==> src/rtl/multicycle_control_fsm.sv <==
// Main control FSM for the multicycle CPU datapath: two-byte fetch, then a
// memory, ALU or branch step, with a memory-ready timeout, opcode trapping and HALT resume.
module multicycle_control_fsm #(
   parameter int DATA_WIDTH = 8,
   parameter int TIMEOUT    = 16
) (
   input  logic                  clk,
   input  logic                  reset,
   input  logic [3:0]            opcode,
   input  logic [DATA_WIDTH-1:0] aluout,
   input  logic                  memReady,
   input  logic                  run,
   output logic                  memReq,
   output logic                  pcSelect,
   output logic                  pcEnable,
   output logic                  adrSelect,
   output logic                  memEnable,
   output logic                  ir1En,
   output logic                  ir2En,
   output logic                  regSelect,
   output logic                  wd3Select,
   output logic                  regWrite,
   output logic                  op1Sel,
   output logic                  op2Sel,
   output logic                  aluOutEn,
   output logic [2:0]            aluControl,
   output logic                  halted,
   output logic                  illegalOp,
   output logic                  busTimeout,
   output logic [2:0]            state_o
);

   typedef enum logic [2:0] {
      FETCH1 = 3'd0,
      FETCH2 = 3'd1,
      MEM    = 3'd2,
      ALU    = 3'd3,
      BRANCH = 3'd4,
      HALT   = 3'd5
   } state_t;

   localparam int                CNT_W    = (TIMEOUT > 0) ? $clog2(TIMEOUT + 1) : 1;
   localparam bit                TMO_EN   = (TIMEOUT > 0);
   localparam logic [CNT_W-1:0]  TMO_LAST = (TIMEOUT > 0) ? CNT_W'(TIMEOUT - 1) : '0;

   state_t           r_state;
   state_t           w_next;
   logic [CNT_W-1:0] r_cnt;
   logic [CNT_W-1:0] w_cnt_next;
   logic             r_illegal;
   logic             r_timeout;
   logic             w_set_ill;
   logic             w_set_tmo;
   logic             w_mem_wait;
   logic             w_zero;

   function automatic logic [2:0] alu_ctl(input logic [1:0] op);
      case (op)
         2'b00:   alu_ctl = 3'b010;
         2'b01:   alu_ctl = 3'b110;
         2'b10:   alu_ctl = 3'b000;
         default: alu_ctl = 3'b001;
      endcase
   endfunction

   assign w_zero     = (aluout == '0);
   assign state_o    = r_state;
   assign illegalOp  = r_illegal;
   assign busTimeout = r_timeout;

   always_comb begin
      memReq     = 1'b0;
      pcSelect   = 1'b0;
      pcEnable   = 1'b0;
      adrSelect  = 1'b0;
      memEnable  = 1'b0;
      ir1En      = 1'b0;
      ir2En      = 1'b0;
      regSelect  = 1'b0;
      wd3Select  = 1'b0;
      regWrite   = 1'b0;
      op1Sel     = 1'b1;
      op2Sel     = 1'b0;
      aluOutEn   = 1'b0;
      aluControl = 3'b010;
      halted     = 1'b0;
      w_next     = r_state;
      w_set_ill  = 1'b0;
      w_set_tmo  = 1'b0;
      w_mem_wait = 1'b0;
      case (r_state)
         FETCH1: begin
            memReq     = 1'b1;
            op1Sel     = 1'b0;
            op2Sel     = 1'b1;
            ir1En      = memReady;
            pcEnable   = memReady;
            w_mem_wait = 1'b1;
            if (memReady) w_next = FETCH2;
         end
         FETCH2: begin
            memReq     = 1'b1;
            op1Sel     = 1'b0;
            op2Sel     = 1'b1;
            ir2En      = memReady;
            pcEnable   = memReady;
            w_mem_wait = 1'b1;
            if (memReady) begin
               casez (opcode)
                  4'b000?:                   w_next = MEM;
                  4'b01??:                   w_next = ALU;
                  4'b1000, 4'b1001, 4'b1010: w_next = BRANCH;
                  4'b1011:                   w_next = HALT;
                  default: begin
                     w_next    = HALT;
                     w_set_ill = 1'b1;
                  end
               endcase
            end
         end
         MEM: begin
            memReq     = 1'b1;
            adrSelect  = 1'b1;
            memEnable  = (opcode == 4'b0001);
            regWrite   = (opcode == 4'b0000) && memReady;
            w_mem_wait = 1'b1;
            if (memReady) w_next = FETCH1;
         end
         ALU: begin
            regSelect  = 1'b1;
            wd3Select  = 1'b1;
            regWrite   = 1'b1;
            aluOutEn   = 1'b1;
            aluControl = alu_ctl(opcode[1:0]);
            w_next     = FETCH1;
         end
         BRANCH: begin
            pcEnable = 1'b1;
            pcSelect = (opcode == 4'b1000) ||
                       ((opcode == 4'b1001) && w_zero) ||
                       ((opcode == 4'b1010) && !w_zero);
            w_next   = FETCH1;
         end
         HALT: begin
            halted = 1'b1;
            if (run) w_next = FETCH1;
         end
         default: w_next = FETCH1;
      endcase
      // A ready in the last allowed cycle wins over the timeout
      if (TMO_EN && w_mem_wait && !memReady && (r_cnt == TMO_LAST)) begin
         w_next    = HALT;
         w_set_tmo = 1'b1;
      end
   end

   assign w_cnt_next = (w_mem_wait && !memReady && (w_next == r_state)) ?
                       r_cnt + CNT_W'(1) : '0;

   always_ff @(posedge clk) begin
      if (reset) begin
         r_state   <= FETCH1;
         r_cnt     <= '0;
         r_illegal <= 1'b0;
         r_timeout <= 1'b0;
      end else begin
         r_state <= w_next;
         r_cnt   <= w_cnt_next;
         if (r_state == HALT && run) begin
            r_illegal <= 1'b0;
            r_timeout <= 1'b0;
         end else begin
            if (w_set_ill) r_illegal <= 1'b1;
            if (w_set_tmo) r_timeout <= 1'b1;
         end
      end
   end

endmodule

==> config.mk <==
export PLATFORM = sky130hd
export DESIGN_NAME = multicycle_control_fsm
export DESIGN_NICKNAME = d
export VERILOG_FILES = /design/src/rtl/multicycle_control_fsm.sv
export SDC_FILE = /design/constraint.sdc
export NUM_CORES = 1
export LEC_CHECK = 0
export ABC_AREA = 1
export CORE_UTILIZATION = 40
export CTS_CLUSTER_DIAMETER = 50
export CTS_CLUSTER_SIZE = 14
export DETAILED_ROUTE_END_ITERATION = 10
export PLACE_DENSITY = 0.83
export REMOVE_ABC_BUFFERS = 1
export SYNTH_ARGS = -nofsm -noshare
export SYNTH_HDL_FRONTEND = slang
export SYNTH_SLANG_ARGS = --single-unit
==> constraint.sdc <==
create_clock -name clk -period 2.1 [get_ports clk]
set_input_delay 0.315 -clock clk [delete_from_list [all_inputs] [get_ports clk]]
set_output_delay 0.315 -clock clk [all_outputs]
set_load 0.1 [all_outputs]
==> results of run 1 <==
==> logic make-up after synthesis <==
group | share of synthesized area [%]
DFF | 29.0
xor gates and xnor gates | 2.54
buffers and inverters | 12.5
and+or+nand+nor | 43.7
AOI/OAI and AO/OA | 8.70
adders and majority gates | 3.62
==> through the flow <==
step | setup TNS (ns) | cell area, µm² | utilization, % | setup slack (ns) | hold slack, ns
4_1_cts | 0 | 1280 | 82.0 | 0.0722 | 0.454
5_1_grt | 0 | 1280 | 82.2 | 0.00901 | 0.467
3_3_place_gp | 0 | 1240 | 79.6 | 0.202 | 0.431
6_report | 0 | 1280 | 82.2 | 0.0866 | 0.452
3_5_place_dp | 0 | 1240 | 79.6 | 0.100 | 0.445
2_1_floorplan | -48.11 | 676 | - | -7.40 | 0.387
==> synthesized netlist by cell type <==
master   count  area [µm²]
a21oi_1      4        20.0
and3_1       1        6.26
buf_4        2        15.0
dfxtp_1     10         200
ha_1         2        25.0
inv_1       17        63.8
inv_2        2        7.51
nand2_1     21        78.8
nand2_2      3        18.8
nand3_1      3        15.0
nand3_2      1        10.0
nand3_4      3        52.6
nand4_1      1        6.26
nor2_1      20        75.1
nor2_2       1        6.26
nor2_4       1        11.3
nor3_1       1        5.00
nor3_2       1        10.0
nor4_1       1        6.26
o21ai_0      3        15.0
o21ba_2      1        10.0
o22ai_1      1        6.26
o41ai_1      1        8.76
xnor2_1      1        8.76
xor2_1       1        8.76
==> power by group through the flow <==
stage | combinational (mW) | sequential [mW] | clock (mW)
floorplan | 0.151 | 0.236 | 0
global placement | 0.282 | 0.208 | 0
global route | 0.300 | 0.207 | 0.180
detailed placement | 0.287 | 0.210 | 0
finish | 0.288 | 0.206 | 0.167
CTS | 0.288 | 0.206 | 0.173
==> layer usage <==
metal / wire length [µm] / track usage, % / up-vias
met1: 813 / 26.3 / 376
li1: - / - / 403
met5: 0 / 0 / -
met2: 1080 / 40.6 / 37
met3: 133 / 5.00 / 0
met4: 0 / 8.75 / 0
==> worst max-delay path by stage <==
| stage | startpoint | to | slack (ns) | depth (start not counted) |
|---|---|---|---|---|
| after floorplan | state_o[0] | aluControl[0] | -7.40 | 4 |
| after global placement | opcode[1] | regWrite | 0.20 | 6 |
| after detailed placement | opcode[1] | regWrite | 0.10 | 6 |
| after CTS | state_o[1] | aluControl[0] | 0.07 | 5 |
| after global routing | state_o[1] | aluControl[0] | 0.009 | 5 |
| final | opcode[1] | regWrite | 0.09 | 6 |
==> state kept, by name (all words and copies together) (netlist names) <==
name,count
state_o,3
r_cnt,5
busTimeout,1
illegalOp,1
==> cell type report <==
type / instances / share of cell area, %
Inverter: 19 / 5.57
Clock buffer: 4 / 2.83
Sequential cell: 10 / 15.7
Timing Repair Buffer: 41 / 42.6
Multi-Input combinational cell: 72 / 31.7
Tap cell: 16 / 1.56
==> tightest hold or removal path, delay by kind of cell, from the launching register on <==
family | cells | cell delay (ns)
compound gates | 1 | 0.05
buf+inv | 1 | 0.05
flops | 1 | 0.31
==> qor.yml, run 1 <==
fillCellCount: 106
hp-class: "reg2reg"
synth_cell_types: 25
cp_num_buf_inv: 4
rows: 14
cts_resized: 1
first_global_vias: 776
clk_latency_ns: 0.26
pwr-share-seq_pct: 31.2
postCtsHoldBufs: 0
violations: "DRC"
dp_cells: 158
fin_crit_ns: 2.01
crit_required_ns: 1.78
path_delay_family: "buffers and inverters"
worstPathArrival_ns: 1.70
cts.sinks: 10
hold_viol: 0
hold_path_end: "busTimeout"
ys_warn_count: 0
timing.fmax_mhz: 497
nets: 165
first_pass_iters: 7
vdd_drop_max_mv: 0.569
io-pin-count: 38
gp_congestion: 0.838
hp-start: "busTimeout"
drc: 10
grt_start_max_net_pins: 9
p_int_mw: 0.400
grt-ovfl-total: 0
grtUsageTotal_pct: 22.8
instances_no_fill: 162
reg2reg_slack_ns: 0.58
cts_tree: "built"
worst-setup-path-type: "in2out"
clock_power_share_pct: 25.3
start_util_pct: 44.3
tightest_slew_ns: 0.407
wl_per_cell_um: 12.5
clk_transition_reported_paths_ns: 0.07
port_buffers: 37
drive_above_1_share_pct: 30.8
post-route-period-util_pct: 95.9
cts_buffers: 3
drtIter0Drc: 24
ant_nets: 0
clock_skew_ns: 0.00873
core_mm2: 0.00156
end_kind: "primary output"
vias_per_cell: 5.04
final-seq-area_um2: 201
synth-seq-cells: 10
synthCells: 103
hold_path_depth: 2
ys_seq_area_share_pct: 29.0
r2r-end: "r_cnt[2]"
rsz0062_at_grt: "false"
layout_commonest_cell: "nand2_1"
multi_input_area_um2: 407
cellPowerDensity_mw_per_mm2: 515
critPathSlowestCell: "clkdlybuf4s50_1"
antenna_found_initial: 0
cpPeakStageDelay_ns: 0.43
relSlewSlack_pct: 72.6
swShare_pct: 39.4
syn_to_final_growth_pct: 85.5
die_w_um: 43.6
dieArea_mm2: 0.00190
synth_area_per_cell_um2: 6.71
grt_pass1_wl_um: 3310
clockBufferDepth: 2
p_switching_mw: 0.260
mostFrequentLayoutCells: "nand2_1, nor2_1, inv_1"
n_antenna_cell: 0
p_leak_nw: 0.599
syn_area_um2: 691
setup_viol: 0
status: "finished, violations left"
die_y_um: 43.6
post_cts_buffers: 0
vias: 816
report.final.slew_viol_count: 0
cts_root_buffer: "clkbuf_4"
drv_cap: 0
critPathLaunchType: "primary input"
routed_wl_um: 2030
cp_cell_sequence: "clkdlybuf4s50_1 -> inv_1 -> nand3_1 -> o41ai_1 -> buf_4 -> buf_12"
comb_power_share_pct: 43.6
cp_max_fo: 5
fin_total_pwr_mw: 0.660
cts_max_level: 1
dp_hpwl_um: 1790
reg2regPathDepth: 8
reg2reg_from: "r_cnt[0]"
Power figures use the tool's default switching activity.
==> run 2, diff against run 1 <==
==> constraint.sdc (replaced) <==
create_clock -name clk -period 2.1 [get_ports clk]
set_input_delay 0.21 -clock clk [delete_from_list [all_inputs] [get_ports clk]]
set_output_delay 0.21 -clock clk [all_outputs]
set_load 0.1 [all_outputs]
==> run 2 against run 1 <==
Hold slack got worse by 0.0048 ns. Worst setup slack improved by 0.0095 ns. Clock-buffer cell count unchanged. Critical path type is now reg2out. Power increased by 0.34%. The flow still finishes with violations (DRC). Highest routed layer is now met4. Register-to-register slack improved by 0.02 ns. Maximum frequency increased by 0.48%. Core utilization decreased by 1.2 points.
==> qor.yml, run 2 (synthesis gave the netlist of run 1 again) <==
status: "finished, violations left"  # unchanged
violations: "DRC"  # unchanged
setup_ws_ns: 0.0961  # was 0.0866 ns
top_register: "r_cnt"  # unchanged
critPathLaunch: "state_o[1]"  # was opcode[1]
worst-setup-path-type: "reg2out"  # was in2out
fin_total_pwr_mw: 0.663  # was 0.660 mW
core_mm2: 0.00156  # unchanged
die_y_um: 43.6  # unchanged
report.final.slew_viol_count: 0  # unchanged
hold_slack_ns: 0.447  # was 0.452 ns
hold_viol: 0  # unchanged
cts_buffers: 3  # unchanged
critPathLaunchType: "register"  # was primary input
cts_tree: "built"  # unchanged
drv_cap: 0  # unchanged
grt_pass1_wl_um: 3260  # was 3310 µm
fin_area_mm2: 0.00126  # was 0.00128 mm²
crit_end: "regWrite"  # unchanged
ant_nets: 0  # unchanged
pwr-share-seq_pct: 30.9  # was 31.2%
cts.sinks: 10  # unchanged
tightest_slew_ns: 0.568  # was 0.407 ns
reg2reg_from: "r_cnt[0]"  # unchanged
clock_skew_ns: 0.00596  # was 0.00873 ns
p_switching_mw: 0.263  # was 0.260 mW
fin_crit_ns: 2.00  # was 2.01 ns
start_util_pct: 44.3  # unchanged
cp_max_fo: 6  # was 5
r2r-end: "r_cnt[2]"  # unchanged
comb_power_share_pct: 43.3  # was 43.6%
swShare_pct: 39.7  # was 39.4%
n_antenna_cell: 0  # unchanged
syn_to_final_growth_pct: 82.8  # was 85.5%
post-route-util_pct: 81.0  # was 82.2%
gp_congestion: 0.909  # was 0.838
relSlewSlack_pct: 61.7  # was 72.6%
layout_commonest_cell: "nand2_1"  # unchanged
vias_per_cell: 5.19  # was 5.04
rows: 14  # unchanged
cts_resized: 0  # was 1
reg2reg_slack_ns: 0.60  # was 0.58 ns
post-route-period-util_pct: 95.4  # was 95.9%
critPathSlowestCell: "o41ai_1"  # was clkdlybuf4s50_1
crit_required_ns: 1.89  # was 1.78 ns
wl_per_cell_um: 12.8  # was 12.5 µm
cts_root_buffer: "clkbuf_4"  # unchanged
cts_max_level: 1  # unchanged
antenna_found_initial: 0  # unchanged
cpPeakStageDelay_ns: 0.48  # was 0.43 ns
end_kind: "primary output"  # unchanged
clock_power_share_pct: 25.8  # was 25.3%
dp_hpwl_um: 1780  # was 1790 µm
rsz0062_at_grt: "false"  # unchanged
postCtsHoldBufs: 0  # unchanged
dieArea_mm2: 0.00190  # unchanged
routed_wl_um: 2050  # was 2030 µm
grt-ovfl-total: 0  # unchanged
p_leak_nw: 0.589  # was 0.599 nW
clk_latency_ns: 0.27  # was 0.26 ns
preCtsSetupSlack_ns: 0.184  # was 0.100 ns
reg2regPathDepth: 8  # unchanged
instances_no_fill: 160  # was 162
io-pin-count: 38  # unchanged
nets: 163  # was 165
dp_cells: 156  # was 158
die_w_um: 43.6  # unchanged
post_cts_buffers: 0  # unchanged
p_int_mw: 0.400  # about the same
cp_cell_sequence: "inv_2 -> nor3_2 -> inv_1 -> o41ai_1 -> buf_12"  # was clkdlybuf4s50_1 -> inv_1 -> nand3_1 -> o41ai_1 -> buf_4 -> buf_12
drtIter0Drc: 22  # was 24
grt_start_max_net_pins: 9  # unchanged
port_buffers: 37  # unchanged
vias: 831  # was 816
fillCellCount: 111  # was 106
drive_above_1_share_pct: 28.5  # was 30.8%
setup_tns_ns: 0  # unchanged
vdd_drop_max_mv: 0.558  # was 0.569 mV
first_pass_iters: 7  # unchanged
clockBufferDepth: 2  # unchanged
timing.fmax_mhz: 499  # was 497 MHz
worstPathArrival_ns: 1.79  # was 1.70 ns
setup_viol: 0  # unchanged
clk_transition_reported_paths_ns: 0.07  # about the same
first_global_vias: 767  # was 776
grtUsageTotal_pct: 23.3  # was 22.8%
cellPowerDensity_mw_per_mm2: 525  # was 515 mW/mm²
dpl_cell_area_mm2: 0.00123  # was 0.00124 mm²
hp-class: "reg2reg"  # unchanged
drc: 10  # unchanged
mostFrequentLayoutCells: "nand2_1, nor2_1, inv_1"  # unchanged
largest_reg_flops: 5  # unchanged
## run 2: changes by cell type in the layout (fill, tap and decap cells not counted)
cell,delta
nor2_1,+1
buf_4,-2
dfxtp_1,+1
dfxtp_2,-1
nor2_2,-1
## run 2: worst min-delay path by stage
stage                     cells past startpoint      from         end  slack, ns
after global placement                        1  r_cnt[0]    r_cnt[0]       0.43
after floorplan                               1     reset  state_o[1]       0.28
after global routing                          1  r_cnt[0]    r_cnt[0]       0.47
after CTS                                     1  r_cnt[0]    r_cnt[0]       0.45
after detailed placement                      1  r_cnt[0]    r_cnt[0]       0.44
final                                         1  r_cnt[0]    r_cnt[0]       0.45
## run 2: area by class of cell
class / count / area [µm²] / area share [%]
Clock buffer: 4 / 36.3 / 2.87
Inverter: 19 / 71.3 / 5.65
Multi-Input combinational cell: 72 / 404 / 32.0
Sequential cell: 10 / 200 / 15.9
Tap cell: 16 / 20.0 / 1.59
Timing Repair Buffer: 39 / 531 / 42.0
## run 2: critical path, delay by kind of cell, from the launching register on
kind | cells | cell delay, ns
simple gates | 1 | 0.16
flops | 1 | 0.46
buf+inv | 3 | 0.43
compound gates | 1 | 0.48
## run 2: metal layers
| metal | wire (µm) | global-route usage (%) | up-vias |
|---|---|---|---|
| met5 | 0 | 0 | - |
| met4 | 84 | 17.5 | 0 |
| met3 | 154 | 4.58 | 9 |
| met2 | 1020 | 38.5 | 39 |
| met1 | 797 | 26.1 | 382 |
| li1 | - | - | 401 |
## run 2: power groups by stage
stage               sequential, mW  combinational (mW)  clock [mW]
finish                       0.205               0.287       0.171
floorplan                    0.236               0.151           0
global route                 0.206               0.300       0.182
global placement             0.209               0.281           0
CTS                          0.205               0.287       0.176
detailed placement           0.209               0.287           0
